### src/rtl/riscv_pkg.sv
// Shared encodings for the data-memory path: load/store size codes, MEM-stage
// FSM states, store byte-lane masks and the helpers that derive them.
package riscv_pkg;

  localparam logic [2:0] F3_BYTE   = 3'b000;
  localparam logic [2:0] F3_HALF   = 3'b001;
  localparam logic [2:0] F3_WORD   = 3'b010;
  localparam logic [2:0] F3_BYTE_U = 3'b100;
  localparam logic [2:0] F3_HALF_U = 3'b101;

  localparam logic [3:0] BE_BYTE    = 4'b0001;
  localparam logic [3:0] BE_HALF_LO = 4'b0011;
  localparam logic [3:0] BE_HALF_HI = 4'b1100;
  localparam logic [3:0] BE_WORD    = 4'b1111;

  typedef enum logic {
    S_IDLE,
    S_ACCESS
  } mem_state_e;

  // True when the size code exists for this access kind and the address is
  // naturally aligned; unsigned codes have no store counterpart.
  function automatic logic access_ok(input logic [2:0] f3, input logic is_store,
                                     input logic [1:0] off);
    case (f3)
      F3_BYTE:   return 1'b1;
      F3_HALF:   return !off[0];
      F3_WORD:   return off == 2'b00;
      F3_BYTE_U: return !is_store;
      F3_HALF_U: return !is_store && !off[0];
      default:   return 1'b0;
    endcase
  endfunction

  function automatic logic [3:0] store_byte_en(input logic [2:0] f3, input logic [1:0] off);
    case (f3)
      F3_BYTE: return BE_BYTE << off;
      F3_HALF: return off[1] ? BE_HALF_HI : BE_HALF_LO;
      default: return BE_WORD;
    endcase
  endfunction

  function automatic logic [31:0] store_lanes(input logic [2:0] f3, input logic [31:0] data);
    case (f3)
      F3_BYTE: return {4{data[7:0]}};
      F3_HALF: return {2{data[15:0]}};
      default: return data;
    endcase
  endfunction

endpackage

### src/rtl/load_align.sv
// Picks the addressed byte/halfword out of a read word and sign- or
// zero-extends it according to the load size code.
module load_align
  import riscv_pkg::*;
(
  input  logic [31:0] rdata,
  input  logic [1:0]  byte_off,
  input  logic [2:0]  func3,
  output logic [31:0] data
);

  logic [7:0]  byte_sel;
  logic [15:0] half_sel;

  // NOTE: every output of a combinational block gets a default first, so no
  // path through the case leaves it unassigned and infers a latch.
  always_comb begin
    byte_sel = rdata[{byte_off, 3'b000} +: 8];
    half_sel = byte_off[1] ? rdata[31:16] : rdata[15:0];
    data     = rdata;
    case (func3)
      F3_BYTE:   data = {{24{byte_sel[7]}}, byte_sel};
      F3_HALF:   data = {{16{half_sel[15]}}, half_sel};
      F3_BYTE_U: data = {24'h0, byte_sel};
      F3_HALF_U: data = {16'h0, half_sel};
      default:   data = rdata;
    endcase
  end

endmodule

### src/rtl/memory_access_stage.sv
// MEM pipeline stage: issues one data-memory request per load/store, stalls
// the front of the pipe until it completes or times out, and fills MEM/WB.
module memory_access_stage
  import riscv_pkg::*;
#(
  parameter int MAX_WAIT = 15
) (
  input  logic        clk,
  input  logic        rstN,
  input  logic        valid_MEM,
  input  logic        memWrite_MEM,
  input  logic        memRead_MEM,
  input  logic        regWrite_MEM,
  input  logic        memToRegWrite_MEM,
  input  logic [2:0]  func3_MEM,
  input  logic [31:0] aluOut_MEM,
  input  logic [31:0] storeData_MEM,
  input  logic [4:0]  rd_MEM,
  output logic        dmemReq,
  output logic        dmemWe,
  output logic [31:0] dmemAddr,
  output logic [3:0]  dmemByteEn,
  output logic [31:0] dmemWData,
  input  logic [31:0] dmemRData,
  input  logic        dmemReady,
  output logic        stall_MEM,
  output logic        valid_WB,
  output logic        regWrite_WB,
  output logic        memToRegWrite_WB,
  output logic [4:0]  rd_WB,
  output logic [31:0] aluOut_WB,
  output logic [31:0] loadData_WB,
  output logic        misaligned,
  output logic        busErr
);

  localparam int               CNT_W     = $clog2(MAX_WAIT + 1);
  localparam logic [CNT_W-1:0] LAST_WAIT = CNT_W'(MAX_WAIT - 1);

  mem_state_e       state_q, state_d;
  logic [CNT_W-1:0] wait_q;
  logic [31:0]      addr_q, wdata_q;
  logic [3:0]       be_q;
  logic             we_q, reg_write_q, mem_to_reg_q;
  logic [2:0]       func3_q;
  logic [4:0]       rd_q;
  logic [31:0]      load_data;

  logic is_mem, access_legal, accept, bad_access, timeout;

  assign is_mem       = valid_MEM && (memRead_MEM || memWrite_MEM);
  assign access_legal = access_ok(func3_MEM, memWrite_MEM, aluOut_MEM[1:0]);
  assign accept       = (state_q == S_IDLE) && is_mem && access_legal;
  assign bad_access   = is_mem && !access_legal;
  // The abort happens in the last permitted ACCESS cycle, so the request is
  // held for exactly MAX_WAIT cycles.
  assign timeout      = (state_q == S_ACCESS) && !dmemReady && (wait_q == LAST_WAIT);

  load_align u_load_align (
    .rdata    (dmemRData),
    .byte_off (addr_q[1:0]),
    .func3    (func3_q),
    .data     (load_data)
  );

  always_ff @(posedge clk or negedge rstN) begin
    if (!rstN) state_q <= S_IDLE;
    else       state_q <= state_d;
  end

  always_comb begin
    state_d    = state_q;
    dmemReq    = 1'b0;
    dmemWe     = 1'b0;
    dmemAddr   = '0;
    dmemByteEn = '0;
    dmemWData  = '0;
    stall_MEM  = 1'b0;
    unique case (state_q)
      S_IDLE: begin
        stall_MEM = accept;
        if (accept) state_d = S_ACCESS;
      end
      S_ACCESS: begin
        dmemReq    = 1'b1;
        dmemWe     = we_q;
        dmemAddr   = {addr_q[31:2], 2'b00};
        dmemByteEn = be_q;
        dmemWData  = wdata_q;
        stall_MEM  = !dmemReady && !timeout;
        if (dmemReady || timeout) state_d = S_IDLE;
      end
      default: state_d = S_IDLE;
    endcase
    // The idle-state stall depends on live inputs; keep it low while in reset.
    if (!rstN) stall_MEM = 1'b0;
  end

  // NOTE: sequential state is updated only with non-blocking assignments so
  // every register samples the pre-edge values regardless of statement order.
  always_ff @(posedge clk or negedge rstN) begin
    if (!rstN) begin
      wait_q           <= '0;
      addr_q           <= '0;
      wdata_q          <= '0;
      be_q             <= '0;
      we_q             <= 1'b0;
      reg_write_q      <= 1'b0;
      mem_to_reg_q     <= 1'b0;
      func3_q          <= '0;
      rd_q             <= '0;
      valid_WB         <= 1'b0;
      regWrite_WB      <= 1'b0;
      memToRegWrite_WB <= 1'b0;
      rd_WB            <= '0;
      aluOut_WB        <= '0;
      loadData_WB      <= '0;
      misaligned       <= 1'b0;
      busErr           <= 1'b0;
    end else begin
      misaligned <= 1'b0;
      if (state_q == S_IDLE) begin
        if (accept) begin
          wait_q           <= '0;
          addr_q           <= aluOut_MEM;
          we_q             <= memWrite_MEM;
          be_q             <= memWrite_MEM ? store_byte_en(func3_MEM, aluOut_MEM[1:0]) : 4'b0000;
          wdata_q          <= memWrite_MEM ? store_lanes(func3_MEM, storeData_MEM) : 32'h0;
          func3_q          <= func3_MEM;
          rd_q             <= rd_MEM;
          reg_write_q      <= regWrite_MEM;
          mem_to_reg_q     <= memToRegWrite_MEM;
          valid_WB         <= 1'b0;
          regWrite_WB      <= 1'b0;
          memToRegWrite_WB <= 1'b0;
        end else begin
          // Non-memory, bubble or rejected access: straight through to WB.
          valid_WB         <= valid_MEM;
          regWrite_WB      <= valid_MEM && regWrite_MEM && !bad_access;
          memToRegWrite_WB <= valid_MEM && memToRegWrite_MEM && !bad_access;
          rd_WB            <= rd_MEM;
          aluOut_WB        <= aluOut_MEM;
          loadData_WB      <= '0;
          misaligned       <= bad_access;
        end
      end else if (dmemReady || timeout) begin
        valid_WB         <= 1'b1;
        regWrite_WB      <= dmemReady && reg_write_q;
        memToRegWrite_WB <= dmemReady && mem_to_reg_q;
        rd_WB            <= rd_q;
        aluOut_WB        <= addr_q;
        loadData_WB      <= (dmemReady && !we_q) ? load_data : 32'h0;
        if (timeout) busErr <= 1'b1;
      end else begin
        wait_q           <= wait_q + CNT_W'(1);
        valid_WB         <= 1'b0;
        regWrite_WB      <= 1'b0;
        memToRegWrite_WB <= 1'b0;
      end
    end
  end

endmodule

### config.mk
export PLATFORM = sky130hd
export DESIGN_NAME = memory_access_stage
export DESIGN_NICKNAME = d
export VERILOG_FILES = /design/src/rtl/riscv_pkg.sv /design/src/rtl/load_align.sv /design/src/rtl/memory_access_stage.sv
export SDC_FILE = /design/constraint.sdc
export NUM_CORES = 1
export LEC_CHECK = 0
export BUFFER_PORTS_ARGS = -buffer_cell sky130_fd_sc_hd__clkbuf_2
export CAP_MARGIN = 0
export CORE_MARGIN = 1.5
export CORE_UTILIZATION = 38
export DETAILED_ROUTE_END_ITERATION = 10
export RECOVER_POWER = 25
export SYNTH_ARGS = -nofsm -noshare
export SYNTH_HDL_FRONTEND = slang
export SYNTH_SLANG_ARGS = --single-unit
### constraint.sdc
create_clock -name clk -period 4.71 [get_ports clk]
set_clock_uncertainty 0.2 [all_clocks]
set_input_delay 0.7065 -clock clk [delete_from_list [all_inputs] [get_ports clk]]
set_output_delay 0.7065 -clock clk [all_outputs]
set_load 0.005 [all_outputs]
==> run metrics <==
number of synthesized flops with an enable pin=0; FMAX=304.8 MHz; GR Util All Layers=0.2175; Mean Syn Cell Area=9.062 µm²; Setup TNS Final=0 ps; largest net degree at the start of global routing=90; status=complete, but fails checks; DRC Markers=0; Crit path required time=3800 ps; via count=6773; clk sink count=158; Final Non-Filler Cells=1338; ANT nets after route=0; WP data arrival=2370 ps; number of global-route vias before repair=6437; Slew HR=-0.3145; Nets=1174; Skew-Pair Late Insertion Delay=410 ps; routability congestion estimate from global placement=0.8114; CTS tree=built; FF-to-FF path depth=6; vias per cell=5.062; FILL cells=1920; post-CTS sizing=0; Compound-Gate Fraction of Synth Area=0.1522; sequential fraction of the synthesis area=0.5188; initial antenna violation count=0; Initial Util=0.3890; Distinct cells, synth=43; Crit. End Element=primary output; synth-to-layout area growth=25.43%; Slew @ Worst Pin=1972 ps; largest family of logic cells by synthesized area=simple AND/OR/NAND/NOR gates; CP peak stage delay=890 ps; gr ovfl total=0; Post-Syn Instances=841; crit-path cells=buf_4 -> and2_1 -> clkbuf_2; delay-heaviest family, CP=flip-flops; violated checks=max-capacitance violations, max-slew violations; Yosys warnings=0; Inst Count DP=1306; die area=0.02091 mm²; Final Hold Fails=0; MaxCap Viol Count=1; IO Port Bufs=254; highest-delay cell along the critical path=dfrtp_1; #FFs+latches synth=158; Post-Synth XOR/XNOR Area=0.001149; CTS Buffer Depth=2; Die Y=144.6 µm; Primary FF master, synth=dfrtp_1; Num CTS Buffers=17; max-slew violations=79; Final Setup Violations=0; share of synthesized flip-flops with an asynchronous set or reset=1.000; worst reg2reg path endpoint=loadData_WB[22]$_DFFE_PN0P_; part of the cycle the worst path needs=0.6965; Die X=144.6 µm; global-route wire length before repair=35140 µm; Critical R2R Launch=state_q$_DFF_PN0_; Detail Placement HPWL=15110 µm; Root Driver=clkbuf_16; Setup crit end=dmemAddr[6]; Tightest Hold Check Type=input port to asynchronous set/reset pin; Simple-Gate Fraction of Synth Area=0.2223; n_diodes=0; share of post-route cells with drive strength above 1=0.3048; Cell Area, Synth=0.007621 mm²; Post-Synth Adder-Cell Area=0.003284; RSZ-0062 raised after global routing=false; hold buffer count at cts=0; biggest fanout along the worst timing path=54; cell count along the critical path=3; core footprint=0.01959 mm²; WL final=22590 µm; # rows=51; R2R setup slack=1560 ps; starting DRC count in detailed routing=428; Reg clk slew, reported paths=60 ps; Pre-Repair DR Iteration Count=4; Buf/Inv on CP=2; Crit Path Class=flop to primary output; Worst setup SP type=flop; mux contribution to synthesized area=0.06075; Ports=257; H-tree depth=4; setup repair bufs after CTS=0; Pwr Density=396.1 mW/mm²; Leak=4.913 nW; DR WL/cell=16.88 µm; Period minus WS final=3280 ps; Pwr Total=3.787 mW; crit path launch=state_q$_DFF_PN0_; Peak VDD IR=0.2369 mV
sequential cells by signal, indices dropped and copies added (netlist names), 3 cells and up:
register / cells
addr_q: 32
aluOut_WB: 32
loadData_WB: 32
wdata_q: 32
rd_WB: 5
rd_q: 5
be_q: 4
wait_q: 4
func3_q: 3
layout make-up:
| class | instances | area [µm²] | share of cell area |
|---|---|---|---|
| clock inverter | 15 | 112.6 | 0.01178 |
| inverter | 4 | 15.01 | 0.001571 |
| tap | 265 | 331.6 | 0.03469 |
| sequential | 158 | 3954 | 0.4136 |
| timing repair buffer | 264 | 1350 | 0.1412 |
| clock buffer | 17 | 425.4 | 0.04450 |
| multi-input combinational | 615 | 3371 | 0.3526 |
synthesized netlist by cell type (2+ instances only):
cell type / instances / share of area
nor3_1: 3 / 0.0020
o2111ai_1: 8 / 0.0092
nor2_1: 13 / 0.0064
buf_4: 8 / 0.0079
nand2b_1: 13 / 0.011
nand3_1: 40 / 0.026
o221ai_1: 7 / 0.0080
a221o_1: 2 / 0.0026
clkbuf_2: 3 / 0.0020
buf_1: 3 / 0.0015
dfrtp_1: 158 / 0.52
o2bb2ai_1: 7 / 0.0080
a21oi_1: 41 / 0.027
nand3b_1: 2 / 0.0020
ha_1: 2 / 0.0033
buf_2: 10 / 0.0066
nand2_1: 225 / 0.11
clkbuf_1: 40 / 0.020
and2_1: 70 / 0.057
mux2_2: 24 / 0.035
o21ai_1: 12 / 0.0079
mux2i_1: 17 / 0.022
a32o_1: 10 / 0.013
o21ai_0: 101 / 0.066
inv_1: 4 / 0.0020
power by group:
| group | leakage [nW] | switching [mW] | internal [mW] |
|---|---|---|---|
| Sequential | 2.03 | 0.170 | 1.60 |
| Combinational | 2.62 | 0.431 | 0.318 |
| Clock | 0.261 | 0.587 | 0.681 |
kinds of logic (layout without fill, tap and decap cells):
kind of cell    Yosys count  count (layout)
other cells               1               2
compound gates          196             196
xor+xnor                  1               1
fa+ha+maj                 2               2
buf+inv                  69             300
simple gates            372             372
mux                      42              42
flops                   158             158
placed cells by master (no fill, tap or decap), types with 2 or more instances in the layout:
cell type,n
a32o_1,10
nor3_1,3
a21oi_1,40
clkinv_2,4
inv_6,6
mux2_2,24
buf_4,9
and2_1,70
o2bb2ai_1,7
clkbuf_2,254
nand2_1,225
clkbuf_16,17
a221o_1,2
nand3_1,40
dfrtp_1,158
o221ai_1,7
mux2i_1,17
o21ai_0,101
conb_1,2
clkinvlp_4,3
inv_1,4
o21ai_1,12
o2111ai_1,8
clkinv_4,2
nand2b_1,13
nor2_1,13
ha_1,2
nand3b_1,2
per-stage QoR:
step           hold WS (ps)  setup WS (ps)  utilization  area [µm²]
5_1_grt               180.9           1230       0.4880        9559
4_1_cts               172.7           1593       0.4888        9575
2_1_floorplan         210.9           1699            -        7625
6_report              136.0           1430       0.4880        9559
3_5_place_dp          248.5           1600       0.4613        9037
3_3_place_gp          242.3           1591       0.4613        9037
layer usage:
| layer | global-route usage | up-vias | routed length [µm] |
|---|---|---|---|
| met3 | 0.04934 | 27 | 1262 |
| li1 | - | 3284 | - |
| met1 | 0.2979 | 3270 | 10210 |
| met2 | 0.3354 | 192 | 10680 |
| met5 | 0 | - | 0 |
| met4 | 0.08293 | 0 | 434 |
how the worst min path moves through the flow:
| stage | cells past startpoint | from | end | slack, ps |
|---|---|---|---|---|
| after CTS | 1 | rstN | loadData_WB[17]$_DFFE_PN0P_ | 170 |
| after global placement | 2 | wdata_q[21]$_DFFE_PN0P_ | wdata_q[21]$_DFFE_PN0P_ | 240 |
| after global routing | 1 | rstN | loadData_WB[17]$_DFFE_PN0P_ | 180 |
| final | 1 | rstN | loadData_WB[17]$_DFFE_PN0P_ | 140 |
| after floorplan | 0 | rstN | addr_q[0]$_DFFE_PN0P_ | 210 |
| after detailed placement | 2 | wdata_q[16]$_DFFE_PN0P_ | wdata_q[16]$_DFFE_PN0P_ | 250 |
(Power assumes the default switching activity.)
